### config.mk
export PLATFORM = sky130hd
export DESIGN_NAME = uart_rx
export DESIGN_NICKNAME = d
export VERILOG_FILES = /design/src/rtl/uart_rx.sv
export SDC_FILE = /design/constraint.sdc
export NUM_CORES = 1
export LEC_CHECK = 0
export BUFFER_PORTS_ARGS = -buffer_cell sky130_fd_sc_hd__buf_2
export CORE_ASPECT_RATIO = 1.1
export CORE_MARGIN = 4
export CORE_UTILIZATION = 60
export CTS_CLUSTER_DIAMETER = 120
export CTS_CLUSTER_SIZE = 24
export DETAILED_ROUTE_END_ITERATION = 16
export PLACE_DENSITY = 0.79
export SETUP_SLACK_MARGIN = 0.02
export SYNTH_ARGS = -nofsm -noshare
export SYNTH_HDL_FRONTEND = slang
export SYNTH_SLANG_ARGS = --single-unit
### constraint.sdc
create_clock -name i_SysClock -period 3.98 [get_ports i_SysClock]
set_input_delay 0.597 -clock i_SysClock [delete_from_list [all_inputs] [get_ports i_SysClock]]
set_output_delay 0.597 -clock i_SysClock [all_outputs]
set_load 0.05 [all_outputs]
### src/rtl/uart_rx.sv
// uart_rx: 8N1 UART receiver with mid-bit sampling and a frame-error/break guard.
// Define UART_RX_PARITY_EN for 8E1 framing with an extra o_ParityErr output.
module uart_rx #(
  parameter int SYS_CLOCK     = 50000000,
  parameter int UART_BAUDRATE = 115200
) (
  input  logic       i_SysClock,
  input  logic       i_ResetN,
  input  logic       i_RxSerial,
  output logic [7:0] o_RxByte,
  output logic       o_RxValid,
  output logic       o_FrameErr,
`ifdef UART_RX_PARITY_EN
  output logic       o_ParityErr,
`endif
  output logic       o_Busy
);

  localparam int BIT_MAX =
    ((SYS_CLOCK * 10 / UART_BAUDRATE + 5) / 10) - 1;
  localparam int HALF = BIT_MAX / 2;
  localparam int CW   = $clog2(BIT_MAX) + 1;

  localparam logic [CW-1:0] BIT_MAX_C = CW'(BIT_MAX);
  localparam logic [CW-1:0] HALF_C    = CW'(HALF);

  typedef enum logic [2:0] {
    IDLE,
    START,
    DATA,
`ifdef UART_RX_PARITY_EN
    PARITY,
`endif
    STOP,
    BREAK
  } state_t;

  state_t        state;
  logic [CW-1:0] cnt;
  logic [3:0]    bit_idx;
  logic [7:0]    shift;
  logic          rx_meta;
  logic          rx_s;
`ifdef UART_RX_PARITY_EN
  logic          par_bit;
`endif

  logic cnt_wrap;
  assign cnt_wrap = (cnt == BIT_MAX_C);

  // Two-flop synchroniser; idle-high so reset never looks like a start bit
  always_ff @(posedge i_SysClock or negedge i_ResetN) begin
    if (!i_ResetN) begin
      rx_meta <= 1'b1;
      rx_s    <= 1'b1;
    end else begin
      rx_meta <= i_RxSerial;
      rx_s    <= rx_meta;
    end
  end

  // Frame FSM: start check at half bit, then sample every full bit
  always_ff @(posedge i_SysClock or negedge i_ResetN) begin
    if (!i_ResetN) begin
      state      <= IDLE;
      cnt        <= '0;
      bit_idx    <= '0;
      shift      <= '0;
      o_RxByte   <= '0;
      o_RxValid  <= 1'b0;
      o_FrameErr <= 1'b0;
      o_Busy     <= 1'b0;
`ifdef UART_RX_PARITY_EN
      par_bit     <= 1'b0;
      o_ParityErr <= 1'b0;
`endif
    end else begin
      o_RxValid  <= 1'b0;
      o_FrameErr <= 1'b0;
`ifdef UART_RX_PARITY_EN
      o_ParityErr <= 1'b0;
`endif
      unique case (state)
        IDLE: begin
          cnt <= '0;
          if (!rx_s) begin
            state  <= START;
            o_Busy <= 1'b1;
          end
        end
        START: begin
          if (cnt == HALF_C) begin
            cnt <= '0;
            if (!rx_s) begin
              state   <= DATA;
              bit_idx <= '0;
            end else begin
              state  <= IDLE;
              o_Busy <= 1'b0;
            end
          end else begin
            cnt <= cnt + 1'b1;
          end
        end
        DATA: begin
          if (cnt_wrap) begin
            cnt     <= '0;
            shift   <= {rx_s, shift[7:1]};
            bit_idx <= bit_idx + 1'b1;
            if (bit_idx == 4'd7) begin
`ifdef UART_RX_PARITY_EN
              state <= PARITY;
`else
              state <= STOP;
`endif
            end
          end else begin
            cnt <= cnt + 1'b1;
          end
        end
`ifdef UART_RX_PARITY_EN
        PARITY: begin
          if (cnt_wrap) begin
            cnt     <= '0;
            par_bit <= rx_s;
            state   <= STOP;
          end else begin
            cnt <= cnt + 1'b1;
          end
        end
`endif
        STOP: begin
          if (cnt_wrap) begin
            cnt <= '0;
            if (rx_s) begin
              o_RxByte  <= shift;
              o_RxValid <= 1'b1;
`ifdef UART_RX_PARITY_EN
              o_ParityErr <= ^{shift, par_bit};
`endif
              state  <= IDLE;
              o_Busy <= 1'b0;
            end else begin
              o_FrameErr <= 1'b1;
              state      <= BREAK;
            end
          end else begin
            cnt <= cnt + 1'b1;
          end
        end
        BREAK: begin
          cnt <= '0;
          if (rx_s) begin
            state  <= IDLE;
            o_Busy <= 1'b0;
          end
        end
        default: begin
          state  <= IDLE;
          cnt    <= '0;
          o_Busy <= 1'b0;
        end
      endcase
    end
  end

endmodule
==> metrics.cfg <==
[floorplanning]
chipHeight_um = 65.1
start_util = 0.634
io_pins = 14
coreArea_sq_um = 2800
rows = 20
die_w_um = 59.9
fp.dieArea_sq_um = 3900

[final_layout]
fin_nets = 170
areaGrowthSynthToFinish_pct = 8.09
drive_gt1_frac = 0.287
n_antenna_cell = 0
final_common_cell = dfrtp_1
final_cell_mix = 36 x dfrtp_1, 16 x mux2_2, 14 x nor2_1, 13 x buf_2, 8 x inv_1
fin_area_sq_um = 1920
num-fill-cells = 214

[power_and_ir_drop]
p_int_mw = 0.474
p_leak_nw = 0.929
combPwrFrac = 0.015
p_sw_mw = 0.136
switching_share = 0.223
power_frac_clock = 0.347
power_density_nw_per_um2 = 317
ir_drop_v = 0.000286
p_seq_frac = 0.638

[logic_synthesis]
synthAdderAreaFrac = 0.0281
yosys-top-cells-area = dfrtp_1 51%, mux2_2 10%, dfstp_2 3.0%
ys_types = 42
synth_cells = 148
synth_nets = 155
synthMuxAreaShare = 0.107
synth_xor_area_frac = 0.0345
yosys_warnings = 0
yosys_most_used_dff = dfrtp_1
synth-edff-count = 0
synth-compound-area-share = 0.0859
synthSimpleGateAreaFrac = 0.177
async_flop_share = 1.00
ys_ff_latch = 38
synth_area_sq_um = 1780
synth_top_family_by_area = simple AND/OR/NAND/NOR gates
yosysSeqAreaShare = 0.536
synth.largest_area_cell = dfrtp_1
yosysTopAreaCellShare = 0.507
syn_avg_cell_area_sq_um = 12.0

[route]
wl_per_cell_um = 16.1
drc = 0
dr.first_iter.drc_count = 41
vias = 1160
dr.pass1.iters = 4
ant_nets = 0
finalWirelength_um = 3180
vias_per_cell = 5.89

[sta]
fin_crit_sh = 0.507
rsz0062_at_grt = false
setup_tns_ns = 0
slew_headroom = 0.462
worst_slack_ns = 1.96
finClkSkew_ns = 0.00913
max_freq_mhz = 496
finalCriticalPeriod_ns = 2.02
max_slew.worst_pin.slew_ns = 0.807
slew_violations = 0
hold_violations = 0
finalSetupViolCount = 0

[cts]
post_cts_resize_count = 0
path_clk_slew_ns = 0.12
cts_tree = yes
clockBufferDepth = 2
clock-sinks = 38
htreeDepth = 2
insertion_delay_ns = 0.35
ctsHoldBuffers = 0
postCtsSetupBuffers = 0
clock_tree.root_cell = clkbuf_4
cts_buffers = 5

[placement]
portBuffers = 13
place.gp.congestion = 0.852
place_area_sq_um = 1860
dp_slack_ns = 1.97
hpwl_um = 2240

[worst_setup_path]
start_kind = flip-flop
arrival_ns = 2.25
worstSetupEndpointType = flip-flop
path_max_fanout = 9
crit_type = flip-flop to flip-flop
cp.required_ns = 4.22

[run]
max-cap-violations = 0

[status]
status = complete, no violations

[grt]
grt_pass1_vias = 1166
grt_pass1_wl_um = 5330
grt_start_max_net_pins = 39
antenna_found_initial = 0
overflow = 0
globalRouteTotalUtil = 0.186

[min_path]
min_path_type = primary input to async pin

## final cells by class
| cell class | count | area [sq um] | share of cell area |
|---|---|---|---|
| clock inverters | 2 | 12.5 | 0.00651 |
| well taps | 33 | 41.3 | 0.0215 |
| inverters | 8 | 30.0 | 0.0156 |
| repair buffers | 13 | 65.1 | 0.0339 |
| clock buffers | 6 | 51.3 | 0.0267 |
| multi-input cells | 97 | 768 | 0.400 |
| flip-flops and latches | 38 | 953 | 0.496 |
## worst max-delay path: stages, from the launching register on
cell     delay, ns
dfrtp_1       0.42
inv_1         0.09
ha_1          0.16
and4b_4       0.29
nand3_4       0.13
nor3_4        0.43
mux2_2        0.39
## worst paths after layout
kind | from | end | slack, ns | depth (start not counted)
min in group i_SysClock | i_RxSerial | rx_meta | 0.33 | 1
setup reg to reg | cnt[1] | o_RxByte[1] | 1.96 | 6
setup / recovery | cnt[1] | o_RxByte[1] | 1.96 | 6
max in group asynchronous | i_ResetN | cnt[7] | 3.14 | 1
hold reg to reg | rx_meta | rx_s | 0.37 | 0
hold / removal | i_ResetN | cnt[2] | 0.32 | 1
## logic make-up (layout without fill, tap and decap cells)
| kind of cell | Yosys count | count (layout) |
|---|---|---|
| AND/OR/NAND/NOR | 50 | 50 |
| buffers and inverters | 13 | 29 |
| XOR/XNOR | 7 | 7 |
| multiplexers | 17 | 17 |
| AO/OA/AOI/OAI | 19 | 19 |
| flip-flops | 38 | 38 |
| adder cells (fa/ha/maj) | 4 | 4 |
## metrics by stage
| step | utilization | hold WS (ns) | instances | power (mW) |
|---|---|---|---|---|
| 6_report | 0.686 | 0.322 | 197 | 0.610 |
| 5_1_grt | 0.686 | 0.301 | 197 | 0.636 |
| 4_1_cts | 0.686 | 0.318 | 197 | 0.620 |
| 3_5_place_dp | 0.663 | 0.352 | 189 | 0.406 |
| 3_3_place_gp | 0.663 | 0.346 | 189 | 0.406 |
| 2_1_floorplan | - | 0.301 | 148 | 0.397 |
## metal layers
layer  share of wire  track usage
met5               0            0
met4           0.013       0.0886
met3           0.037       0.0707
met2            0.51        0.280
met1            0.44        0.232
## power groups by stage
| stage | sequential [mW] | clock, mW | combinational, mW |
|---|---|---|---|
| final | 0.389 | 0.211 | 0.00935 |
| after global routing | 0.389 | 0.236 | 0.0109 |
| after CTS | 0.389 | 0.220 | 0.0100 |
| after detailed placement | 0.396 | 0 | 0.0100 |
| after global placement | 0.396 | 0 | 0.00975 |
| after floorplan | 0.396 | 0 | 0.00136 |
## synth_stat cells (2+ instances only)
| master | n |
|---|---|
| dfrtp_1 | 36 |
| mux2_2 | 16 |
| nor2_1 | 14 |
| inv_1 | 8 |
| nand2_1 | 5 |
| nand3_1 | 5 |
| nand4_1 | 5 |
| xor2_1 | 5 |
| ha_1 | 4 |
| o21ai_0 | 4 |
| a21oi_1 | 3 |
| nor3_1 | 3 |
| a221o_1 | 2 |
| a32o_1 | 2 |
| a41oi_1 | 2 |
| and2_1 | 2 |
| and4_1 | 2 |
| clkbuf_2 | 2 |
| dfstp_2 | 2 |
| nor2b_1 | 2 |
| nor3b_1 | 2 |
| xnor2_1 | 2 |
## registers in the layout, indices dropped and copies added, names as in the netlist
| signal | count |
|---|---|
| rx_s | 1 |
| bit_idx | 4 |
| state | 3 |
| cnt | 10 |
| o_Busy | 1 |
| rx_meta | 1 |
| o_FrameErr | 1 |
| shift | 8 |
| o_RxByte | 8 |
| o_RxValid | 1 |
(Power assumes the default switching activity.)
